$ cat src/rtl/feature_extractor.sv
// Streaming Sobel-X 3x3 convolution, ReLU and 2x2/stride-2 max pooling over one raster frame.
// Emits the pooled features in raster order, then a single-cycle done pulse.
module feature_extractor #(
  parameter int unsigned IMG_WIDTH  = 32,
  parameter int unsigned IMG_HEIGHT = 32
) (
  input  logic               clk,
  input  logic               rst,
  input  logic               start_signal,
  input  logic               pixel_valid_in,
  input  logic [7:0]         pixel_in,
  output logic signed [21:0] final_result_out,
  output logic               final_result_valid,
  output logic               final_done_signal
);
  localparam int unsigned PoolW  = (IMG_WIDTH - 2) / 2;
  localparam int unsigned PoolH  = (IMG_HEIGHT - 2) / 2;
  localparam int unsigned NumOut = PoolW * PoolH;
  localparam int unsigned CW     = $clog2(IMG_WIDTH);
  localparam int unsigned RW     = $clog2(IMG_HEIGHT + 1);
  localparam int unsigned PW     = $clog2(PoolW);
  localparam int unsigned OW     = $clog2(NumOut + 1);

  localparam logic [1:0] StIdle = 2'd0;
  localparam logic [1:0] StRun  = 2'd1;
  localparam logic [1:0] StDone = 2'd2;

  logic [1:0]    state_q, state_d;
  logic [CW-1:0] col_q, col_d;
  logic [RW-1:0] row_q, row_d;
  logic [OW-1:0] out_cnt_q, out_cnt_d;
  logic          accept, emit;

  logic [7:0] lb0_q [IMG_WIDTH];
  logic [7:0] lb1_q [IMG_WIDTH];
  logic [7:0] win_q [3][3];

  logic          w_valid_q, w_odd_col_q, w_odd_row_q;
  logic [PW-1:0] w_px_q;
  logic [CW-1:0] conv_col;

  logic               s1_valid_q, s1_odd_col_q, s1_odd_row_q;
  logic [PW-1:0]      s1_px_q;
  logic signed [21:0] s1_conv_q;

  logic               s2_valid_q, s2_odd_row_q;
  logic [PW-1:0]      s2_px_q;
  logic signed [21:0] s2_hmax_q, prev_q;

  logic signed [21:0] hbuf_q [PoolW];
  logic signed [21:0] conv_d, relu, hmax_d, vmax_d;

  // Row counter reaching IMG_HEIGHT marks a complete frame; later pixels are dropped.
  assign accept   = (state_q == StRun) && pixel_valid_in && (row_q != RW'(IMG_HEIGHT));
  assign emit     = s2_valid_q && s2_odd_row_q;
  assign conv_col = col_q - CW'(2);

  always_comb begin
    state_d   = state_q;
    col_d     = col_q;
    row_d     = row_q;
    out_cnt_d = out_cnt_q;
    case (state_q)
      StIdle: begin
        if (start_signal) begin
          state_d   = StRun;
          col_d     = '0;
          row_d     = '0;
          out_cnt_d = '0;
        end
      end
      StRun: begin
        if (accept) begin
          if (col_q == CW'(IMG_WIDTH - 1)) begin
            col_d = '0;
            row_d = row_q + 1'b1;
          end else begin
            col_d = col_q + 1'b1;
          end
        end
        if (emit) begin
          out_cnt_d = out_cnt_q + 1'b1;
          if (out_cnt_q == OW'(NumOut - 1)) state_d = StDone;
        end
      end
      StDone:  state_d = StIdle;
      default: state_d = StIdle;
    endcase
  end

  always_ff @(posedge clk or negedge rst) begin
    if (!rst) begin
      state_q           <= StIdle;
      col_q             <= '0;
      row_q             <= '0;
      out_cnt_q         <= '0;
      final_done_signal <= 1'b0;
    end else begin
      state_q           <= state_d;
      col_q             <= col_d;
      row_q             <= row_d;
      out_cnt_q         <= out_cnt_d;
      final_done_signal <= (state_q == StDone);
    end
  end

  // Column c of the window is {row r-2, row r-1, row r}; stale rows are never used before rewrite.
  always_ff @(posedge clk) begin
    if (accept) begin
      lb0_q[col_q] <= pixel_in;
      lb1_q[col_q] <= lb0_q[col_q];
      for (int ky = 0; ky < 3; ky++) begin
        win_q[ky][0] <= win_q[ky][1];
        win_q[ky][1] <= win_q[ky][2];
      end
      win_q[0][2] <= lb1_q[col_q];
      win_q[1][2] <= lb0_q[col_q];
      win_q[2][2] <= pixel_in;
    end
  end

  function automatic logic signed [21:0] zext(input logic [7:0] p);
    return $signed({14'd0, p});
  endfunction

  always_comb begin
    conv_d = (zext(win_q[0][0]) - zext(win_q[0][2]))
           + ((zext(win_q[1][0]) - zext(win_q[1][2])) <<< 1)
           + (zext(win_q[2][0]) - zext(win_q[2][2]));
    relu   = s1_conv_q[21] ? '0 : s1_conv_q;
    hmax_d = (relu > prev_q) ? relu : prev_q;
    vmax_d = (s2_hmax_q > hbuf_q[s2_px_q]) ? s2_hmax_q : hbuf_q[s2_px_q];
  end

  always_ff @(posedge clk or negedge rst) begin
    if (!rst) begin
      w_valid_q          <= 1'b0;
      w_odd_col_q        <= 1'b0;
      w_odd_row_q        <= 1'b0;
      w_px_q             <= '0;
      s1_valid_q         <= 1'b0;
      s1_odd_col_q       <= 1'b0;
      s1_odd_row_q       <= 1'b0;
      s1_px_q            <= '0;
      s1_conv_q          <= '0;
      prev_q             <= '0;
      s2_valid_q         <= 1'b0;
      s2_odd_row_q       <= 1'b0;
      s2_px_q            <= '0;
      s2_hmax_q          <= '0;
      final_result_valid <= 1'b0;
      final_result_out   <= '0;
    end else begin
      w_valid_q <= accept && (row_q >= RW'(2)) && (col_q >= CW'(2));
      if (accept) begin
        w_odd_col_q <= col_q[0];
        w_odd_row_q <= row_q[0];
        w_px_q      <= PW'(conv_col >> 1);
      end
      s1_valid_q <= w_valid_q;
      if (w_valid_q) begin
        s1_conv_q    <= conv_d;
        s1_odd_col_q <= w_odd_col_q;
        s1_odd_row_q <= w_odd_row_q;
        s1_px_q      <= w_px_q;
      end
      if (s1_valid_q && !s1_odd_col_q) prev_q <= relu;
      s2_valid_q <= s1_valid_q && s1_odd_col_q;
      if (s1_valid_q && s1_odd_col_q) begin
        s2_hmax_q    <= hmax_d;
        s2_odd_row_q <= s1_odd_row_q;
        s2_px_q      <= s1_px_q;
      end
      final_result_valid <= emit;
      if (emit) final_result_out <= vmax_d;
    end
  end

  // Even conv rows park their horizontal pair-max here until the odd row arrives.
  always_ff @(posedge clk) begin
    if (s2_valid_q && !s2_odd_row_q) hbuf_q[s2_px_q] <= s2_hmax_q;
  end

endmodule

$ cat config.mk
export PLATFORM = sky130hd
export DESIGN_NAME = feature_extractor
export DESIGN_NICKNAME = d
export VERILOG_FILES = /design/src/rtl/feature_extractor.sv
export SDC_FILE = /design/constraint.sdc
export NUM_CORES = 1
export LEC_CHECK = 0
export ABC_AREA = 1
export CORE_ASPECT_RATIO = 2
export CORE_UTILIZATION = 42
export CTS_CLUSTER_SIZE = 12
export DETAILED_ROUTE_END_ITERATION = 10
export HOLD_SLACK_MARGIN = 0.05
export SLEW_MARGIN = 40
export SYNTH_ARGS = -nofsm -noshare
export SYNTH_HDL_FRONTEND = slang
export SYNTH_SLANG_ARGS = --single-unit
$ cat constraint.sdc
create_clock -name clk -period 4.24 [get_ports clk]
set_input_delay 1.06 -clock clk [delete_from_list [all_inputs] [get_ports clk]]
set_output_delay 1.06 -clock clk [all_outputs]
set_load 0.1 [all_outputs]
=== Word level (Yosys, flattened, before mapping) ===
Memories as Yosys holds them, arrays and structs flattened.
Cells that the tools add are included.

* Input port bits: 12
* Word-level logic and storage cells: 86
* Memory bits (writable): 914
* Flip-flop bits (word level): 131
* Memories: 4
* Output and inout bits: 24

* Magnitude comparators: 4
* Mux-type cells: 22
* Reductions and logical operators: 16
* Eq/ne operators: 10
* Add/sub/neg operators: 9

{| class="wikitable"
|+ Memories
! memory !! words !! bits a word !! rd ports !! clocked after memory_dff !! write ports !! line !! RTL
|-
| hbuf_q || 15 || 22 || 1 || 0 || 1 || 50 || <nowiki>logic signed [21:0] hbuf_q [PoolW];</nowiki>
|-
| lb0_q || 32 || 8 || 1 || 0 || 1 || 34 || <nowiki>logic [7:0] lb0_q [IMG_WIDTH];</nowiki>
|-
| lb1_q || 32 || 8 || 1 || 0 || 1 || 35 || <nowiki>logic [7:0] lb1_q [IMG_WIDTH];</nowiki>
|-
| win_q || 3 || 24 || 3 || 0 || 3 || 36 || <nowiki>logic [7:0] win_q [3][3];</nowiki>
|}

{| class="wikitable"
|+ Operator list
! cell !! count
|-
| $gt 22x22->1 || 2
|-
| $mux 22 || 2
|-
| $sub 8x8->9 || 3
|-
| $mux 21 || 1
|-
| $mux 6 || 3
|-
| $mux 8 || 2
|-
| $pmux 8 s2 || 1
|-
| $mux 5 || 3
|-
| $add 11x9->12 || 1
|-
| $pmux 6 s2 || 1
|-
| $add 9x10->11 || 1
|-
| $pmux 5 s2 || 1
|-
| $reduce_and 3->1 || 3
|-
| $add 8x1->8 const B || 1
|-
| $eq 8x8->1 const B || 1
|-
| $logic_and 1x1->1 || 8
|-
| $add 6x1->6 const B || 1
|-
| $ge 6x2->1 const B || 1
|-
| $mux 2 || 3
|-
| $ne 2x2->1 const B || 3
|-
| $ne 6x6->1 const B || 1
|-
| $add 5x1->5 const B || 1
|-
| $eq 5x5->1 const B || 1
|-
| $ge 5x2->1 const B || 1
|-
| 10 further kinds || 15
|}

=== Depth between registers and ports, before layout ===
Gate-level depths: netlist of run 1.

* Word-level depth: 5
* Mapped depth: 24

=== Worst setup path before layout of run 1 ===
OpenSTA, ideal clock, no wires.

* Path kind: input-to-reg
* From: in pixel_valid_in
* To: mem lb0_q[0][0] (enable)
* Data arrival time: 3967 ps
* Buffers on the path: 0
* Data required time: 3851 ps
* Slack: -115 ps
* Setup time: 389 ps
* Stages: 4
* Path through: nand3_2 inv_1 nand2_1 nor2_1

* Cells in the longest elaborated chain, start to end: 4

{| class="wikitable"
|+ RTL lines
! item !! line !! RTL
|-
| start, declared || 10 || <nowiki>input logic pixel_valid_in,</nowiki>
|-
| $logic_and 1x1->1 (2 in series) || 54 || <nowiki>assign accept = (state_q == StRun) && pixel_valid_in && (row_q != RW'(IMG_HEIGHT));</nowiki>
|-
| net accept || 32 || <nowiki>logic accept, emit;</nowiki>
|-
| $mux 1 || 109 || <nowiki>if (accept) begin</nowiki>
|-
| $mux 1 (not written as such) || 110 || <nowiki>lb0_q[col_q] <= pixel_in;</nowiki>
|-
| end, declared || 34 ||
|}

The timed path passes the listed nets, and every way through them passes these cells.

==> results of run 1 <==
final timing paths:
check	from	end	slack (ns)	cells past startpoint
min	rst	final_result_out[0]	0.41	1
min in group clk	win_q[0][13]	win_q[0][21]	0.42	0
max in group asynchronous	rst	s2_hmax_q[10]	3.13	2
max	win_q[0][24]	s1_conv_q[10]	0.55	14
max reg2reg	win_q[0][24]	s1_conv_q[10]	0.55	14
min reg2reg	win_q[0][13]	win_q[0][21]	0.42	0
stage by stage:
stage / util (%) / total power [mW] / setup slack (ns) / area [um^2]
5_1_grt: 47.2 / 33.4 / 0.290 / 40400
2_1_floorplan: - / 20.6 / 0.727 / 36200
4_1_cts: 47.2 / 31.8 / 0.559 / 40400
3_3_place_gp: 44.6 / 25.1 / 0.574 / 38200
6_report: 47.2 / 31.5 / 0.553 / 40400
3_5_place_dp: 44.5 / 25.1 / 0.583 / 38100
metal layers:
metal  vias up  routed length [um]  track usage [%]
met3       217                3500             2.71
met1     11300               31100             21.0
li1      11000                   -                -
met4         0                7260             16.3
met2       578               52000             41.8
met5         -                   0                0
kinds of logic (layout without fill, tap and decap cells):
group | count (synthesis) | count (layout) | share of synthesized area, %
DFF | 854 | 854 | 69.5
and+or+nand+nor | 1363 | 1363 | 14.9
xor gates and xnor gates | 30 | 30 | 0.725
AOI/OAI and AO/OA | 496 | 496 | 7.31
adders and majority gates | 83 | 83 | 3.14
buffers and inverters | 345 | 470 | 4.36
other | 1 | 1 | 0.0104
placed cells by master, fill, tap and decap left out, types with 4 or more instances in the layout:
cell,count
dfrtp_1,86
o21ai_1,39
buf_2,23
buf_12,14
nand2_1,827
nand3_1,96
nor2_1,380
nand4_1,22
o22ai_1,98
o21ai_0,304
a21oi_1,39
xor2_1,13
xnor2_1,17
clkdlybuf4s50_1,10
buf_4,109
edfxtp_1,764
clkbuf_16,83
nor2_2,15
nor3_1,9
fa_1,13
inv_1,179
o31ai_1,4
clkbuf_1,24
inv_2,9
clkinv_1,6
ha_1,70
cell type report:
type	instances	share of cell area (%)
clock inverters	12	0.368
flip-flops and latches	854	62.4
multi-input cells	1973	23.4
well taps	1078	3.34
clock buffers	108	5.40
inverters	192	1.81
repair buffers	158	3.31
cell usage after synthesis (all sizes together) (2+ instances only):
cell type,number
o21bai,2
buf,91
nor3,12
nand2,829
xnor2,17
dfrtp,90
fa,13
nand3,97
nor2,396
edfxtp,764
and2,2
inv,191
ha,70
clkbuf,62
o31ai,4
o22ai,98
xor2,13
o21ai,343
a221oi,2
nand4,22
a21oi,39
a21o,3
nor4,2
critical path, delay by kind of cell, from the launching register on:
kind / cells / cell delay [ns]
flip-flops: 1 / 0.40
AND/OR/NAND/NOR: 3 / 0.28
adder cells (fa/ha/maj): 4 / 1.56
XOR/XNOR: 1 / 0.10
buffers and inverters: 1 / 0.04
AO/OA/AOI/OAI: 5 / 1.18
report_power, final:
part | total (mW) | switching, mW | internal [mW]
Sequential | 11.8 | 0.485 | 11.3
Combinational | 13.0 | 9.21 | 3.83
Clock | 6.67 | 3.07 | 3.61
flip-flops by register name, indices dropped and copies added (netlist names), 2 cells and up:
name              count
hbuf_q              180
s1_conv_q            12
final_result_out     12
s1_px_q               4
win_q                72
state_q               2
prev_q               11
col_q                 5
lb1_q               256
w_px_q                4
out_cnt_q             8
lb0_q               256
s2_px_q               4
s2_hmax_q            12
row_q                 6
==> qor.csv, run 1 <==
stage,metric,value,unit
timing,final.period_utilization,87.0,%
final_layout,drive_gt1_share,8.46,%
route,dr_total_vias,23100,
worst_setup_path,required,4.79,ns
timing,rsz0062_at_grt,false,
job,maxCapViolations,0,
timing,hold-worst-slack,0.407,ns
floorplanning,design.core.area,0.0856,mm^2
global_routing,grt_overflow,0,
final_layout,final_nets,3356,
worst_setup_path,path_max_fanout,4,
logic_synthesis,yosysUniqueCellTypes,45,
pwr,peakVddDrop,531,uV
logic_synthesis,synthCells,3172,
timing,finClkSkew,0.0231,ns
worst_setup_path,worstSetupStartpointType,flip-flop,
global_routing,first_global_vias,23200,
place,gp_congestion,0.912,
worst_setup_path,path_cells,ha_1 > fa_1 > o21ai_0 > a21oi_1 > o21bai_1 > xnor2_1 > fa_1 > inv_1 > ha_1 > a21o_1 > a21boi_0 > nand4_1 > nand3_1 > nand2_1,
clock_network,clock_path_buffers,3,
final_layout,syn_to_final_growth,11.6,%
floorplanning,initial_utilization,42.3,%
place,port_buffers,34,
pwr,pwr_density_cell,780,mW/mm^2
final_layout,multi_input_area,0.00946,mm^2
floorplanning,dieArea,0.0875,mm^2
global_routing,antenna_found_initial,0,
outcome,outcome,"complete, no violations",
floorplanning,die_h,417,um
worst_setup_path,max_stage_delay,0.50,ns
route,drt_iter0_markers,1727,
route,post_drt_wl_per_cell,21.4,um
global_routing,grt_use_total,21.8,%
global_routing,grt_start_max_net_pins,111,
clock_network,clock_sinks,854,
timing,setup_tns,0,ns
clock_network,cts_inserted_buffers,82,
clock_network,clk_pin_slew,0.06,ns
timing,relSlewSlack,45.2,%
pwr,cellLeakagePower,15.5,nW
clock_network,clkLatencyLatePin,0.67,ns
logic_synthesis,netlist.area_leader.share,63.3,%
final_layout,stdcell_count,4375,
timing,drv_slew,0,
logic_synthesis,ys_top_cells_by_area,"edfxtp_1 63%, nand2_1 8.6%, dfrtp_1 6.2%",
clock_network,cts_hold_buffers,0,
clock_network,cts_resized,0,
floorplanning,pin_count,36,
timing,fin_crit,3.69,ns
route,drt_wl_total,93.8,mm
timing,setup_viol,0,
worst_setup_path,worst_ep_arrival_time,4.24,ns
worst_setup_path,worstSetupPathType,flip-flop to flip-flop,
logic_synthesis,yosys_warnings,0,
logic_synthesis,synth.avg_cell_area,11.4,um^2
clock_network,cts_root_buffer,clkbuf_16,
logic_synthesis,synth_fp_nets,3267,
clock_network,htreeDepth,3,
logic_synthesis,ys_ff_latch,854,
final_layout,fillCellCount,7819,
worst_setup_path,crit_path_end_kind,flip-flop,
timing,finalHoldViolations,0,
place,dp.cells,4255,
timing,clock.fmax,0.271,GHz
route,drt-vias-per-instance,5.29,
logic_synthesis,syn_area,0.0362,mm^2
timing,worstMarginPinSlew,0.820,ns
worst_hold_path,min_path_type,input port to async pin,
logic_synthesis,synth_edf_count,764,
global_routing,grt_pass1_wl,141,mm
logic_synthesis,ys_seq_area_share,69.5,%
worst_setup_path,cpMaxStageDelayCell,fa_1,
final_layout,seq_area,0.0252,mm^2
clock_network,cts_tree,done,
logic_synthesis,yosysTopAreaCell,edfxtp_1,
place,hpwlAfterDp,62.1,mm
logic_synthesis,async_flop_share,10.5,%
route,drcViolationCount,0,
route,final_antenna_net_count,0,
floorplanning,die_w,210,um
logic_synthesis,ys.flop_type,edfxtp_1,
floorplanning,num_rows,152,
clock_network,cts_setup_buffers,0,
final_layout,n_antenna_cell,0,
route,drt_first_pass_iters,5,
Power figures use the tool's default switching activity.
==> run 2: changes to the inputs <==
--- a/config.mk
+++ b/config.mk
@@ -15,3 +15,4 @@
 export SYNTH_ARGS = -nofsm -noshare
 export SYNTH_HDL_FRONTEND = slang
 export SYNTH_SLANG_ARGS = --single-unit
+export TNS_END_PERCENT = 5
==> results of run 2 <==
No change in the layout: final DEF, timing and power equal those of run 1.
==> run 3: changes to the inputs <==
==> constraint.sdc (replaced) <==
create_clock -name clk -period 4.1 [get_ports clk]
set_input_delay 1.025 -clock clk [delete_from_list [all_inputs] [get_ports clk]]
set_output_delay 1.025 -clock clk [all_outputs]
set_load 0.1 [all_outputs]
==> run 3 against run 2 <==
Compared with the run above: cell count down 0.23%; sequential power increased by 3%; clock skew up 0.012 ns; via count is 0.11% higher; maximum frequency up 4.6%; register-to-register slack better by 0.02 ns; global-route usage up 0.14 points; setup slack improved by 0.021 ns; die area is the same; critical path depth did not move; clock-buffer cell count decreased by 9; non-clock buffer count unchanged; critical path type unchanged; critical endpoint unchanged; highest routed layer unchanged.
==> qor.csv, run 3 (synthesis results as in run 1) <==
stage,metric,value,unit,change
final_layout,final_common_cell,nand2_1,,
global_routing,grt_start_max_net_pins,109,,-1.8%
final_layout,most-common-layout-cells,"827 x nand2_1, 764 x edfxtp_1, 382 x nor2_1",,
global_routing,gr-max-usage-layer,met2,,
timing,drv_slew,0,,unchanged
timing,worstMarginPinSlew,0.835,ns,+0.0149 ns
pwr,swShare,40.7,%,+0.13 points
pwr,pwr_density_cell,805,mW/mm^2,+3.3%
worst_setup_path,required,4.65,ns,-0.14 ns
job,maxCapViolations,0,,unchanged
pwr,p_switching,13.2,mW,+3.7%
global_routing,met3_usage,2.48,%,-0.23 points
pwr,power.share.clock,21.2,%,about the same
timing,finClkSkew,0.0352,ns,+0.0121 ns
worst_setup_path,reg2reg_from,win_q[0][24],,
clock_network,cts_setup_buffers,0,,unchanged
clock_network,cts_tree,done,,
route,drt_first_pass_iters,5,,unchanged
worst_setup_path,path_max_fanout,4,,unchanged
route,drt_wl_total,94.1,mm,+0.34%
clock_network,clock_sinks,854,,unchanged
final_layout,drive_gt1_share,8.46,%,about the same
route,final_antenna_net_count,0,,unchanged
pwr,p_int,19.3,mW,+3.1%
timing,finalHoldViolations,0,,unchanged
worst_setup_path,worstRegToRegCells,14,,unchanged
clock_network,cts_hold_buffers,0,,unchanged
place,gp_congestion,0.957,,+5.0%
final_layout,seq_area,0.0252,mm^2,unchanged
global_routing,first_global_vias,23300,,+0.38%
floorplanning,die_w,210,um,unchanged
pwr,comb_power_share,41.3,%,about the same
worst_setup_path,worstSetupStartpointType,flip-flop,,
floorplanning,num_rows,152,,unchanged
clock_network,cts_inserted_buffers,82,,unchanged
clock_network,cts_resized,0,,unchanged
worst_hold_path,min_path_type,input port to async pin,,
worst_setup_path,ff2ff_setup_slack,0.57,ns,+0.02 ns
timing,setup_tns,0,ns,unchanged
timing,setup_viol,0,,unchanged
worst_setup_path,worst_ep_arrival_time,4.07,ns,-0.17 ns
global_routing,use_met1,21.3,%,+0.27 points
route,drt-vias-per-instance,5.30,,+0.34%
global_routing,antenna_found_initial,0,,unchanged
worst_setup_path,worstSetupPathType,flip-flop to flip-flop,,
route,post_drt_wl_per_cell,21.6,um,+0.57%
final_layout,fin_util,47.2,%,about the same
worst_setup_path,crit-reg2reg-capture,s1_conv_q[10],,
final_layout,fillCellCount,7663,,-2.0%
place,port_buffers,34,,unchanged
floorplanning,die_h,417,um,unchanged
final_layout,syn_to_final_growth,11.6,%,about the same
pwr,cellLeakagePower,15.5,nW,about the same
place,place_ws,0.562,ns,-0.0213 ns
final_layout,multi_input_area,0.00947,mm^2,about the same
timing,relSlewSlack,44.2,%,-1.0 points
outcome,outcome,"complete, no violations",,
timing,clock.fmax,0.284,GHz,+4.6%
global_routing,grt_use_total,22.0,%,+0.14 points
final_layout,final_nets,3356,,unchanged
pwr,peakVddDrop,512,uV,-3.5%
timing,rsz0062_at_grt,false,,
final_layout,stdcell_count,4365,,-0.23%
clock_network,clkLatencyLatePin,0.67,ns,about the same
global_routing,grt_overflow,0,,unchanged
pwr,seq_power_share,37.5,%,about the same
route,drcViolationCount,0,,unchanged
route,dr_total_vias,23200,,+0.11%
floorplanning,design.core.area,0.0856,mm^2,unchanged
global_routing,grtUsageMet2,41.9,%,+0.073 points
timing,final.period_utilization,86.0,%,-0.97 points
route,drt_iter0_markers,2011,,+16%
floorplanning,pin_count,36,,unchanged
worst_setup_path,crit_path_end_kind,flip-flop,,
clock_network,clk_pin_slew,0.06,ns,about the same
floorplanning,initial_utilization,42.3,%,unchanged
timing,fin_crit,3.53,ns,-0.161 ns
floorplanning,dieArea,0.0875,mm^2,unchanged
timing,finalWorstSetupSlack,0.575,ns,+0.0214 ns
timing,hold-worst-slack,0.351,ns,-0.0560 ns
place,hpwlAfterDp,61.9,mm,-0.31%
place,dp.cells,4255,,unchanged
global_routing,grt_pass1_wl,141,mm,+0.42%
final_layout,reg_top3,"lb0_q (256), lb1_q (256), hbuf_q (180)",,
clock_network,clock_path_buffers,3,,unchanged
clock_network,htreeDepth,3,,unchanged
clock_network,cts_root_buffer,clkbuf_16,,
## run 3: cell count changes in the layout (fill, tap and decap cells not counted)
cell,before,now
buf_12,14,17
buf_4,109,106
bufinv_16,0,1
clkbuf_1,24,15
clkbuf_16,83,82
clkbuf_8,1,2
clkinv_1,6,3
diode_2,0,1
nor2_1,380,382
nor2_2,15,12
nor2_4,1,2
nor3_2,1,0
nor3_4,2,3
## run 3: per-layer routing
layer / routed length, um / share of wire (%)
met1: 31500 / 33
met2: 51900 / 55
met3: 3310 / 3.5
met4: 7360 / 7.8
met5: 0 / 0
## run 3: stage by stage
step	area [um^2]	power, mW
finish	40400	32.6
global route	40400	34.6
CTS	40400	32.9
detailed placement	38100	25.9
global placement	38200	25.9
floorplan	36200	21.3
## run 3: how the worst max path moves through the flow
| stage | cells after the start | slack, ns | end | startpoint |
|---|---|---|---|---|
| CTS | 14 | 0.53 | s1_conv_q[10] | win_q[0][24] |
| floorplan | 4 | 0.62 | lb0_q[0][0] | pixel_valid_in |
| global placement | 17 | 0.53 | s1_conv_q[10] | win_q[0][16] |
| global route | 17 | 0.35 | s1_conv_q[10] | win_q[0][16] |
| finish | 14 | 0.57 | s1_conv_q[10] | win_q[0][24] |
| detailed placement | 14 | 0.56 | s1_conv_q[10] | win_q[0][24] |
## run 3: final cells by class
cell class              count  share of cell area (%)
inverters                 192                    1.81
repair buffers            158                    3.40
diodes                      1                 0.00619
flip-flops and latches    854                    62.3
clock buffers              99                    5.28
multi-input cells        1973                    23.4
well taps                1078                    3.34
clock inverters            10                   0.415
## run 3: power groups by stage
stage	Sequential, mW	Combinational [mW]	Clock [mW]
floorplan	12.6	8.69	0
global placement	12.4	13.5	0
detailed placement	12.4	13.5	0
CTS	12.2	13.6	7.07
global route	12.3	14.9	7.35
finish	12.2	13.4	6.92
## run 3: worst max-delay path: stages, from the launching register on
cell and delay [ns]:
edfxtp_1 0.39, ha_1 0.25, fa_1 0.47, o21ai_0 0.28
a21oi_1 0.11, o21bai_1 0.16, xnor2_1 0.10, fa_1 0.50
inv_1 0.04, ha_1 0.34, a21o_1 0.21, a21boi_0 0.26
nand4_1 0.14, nand3_1 0.10, nand2_1 0.05
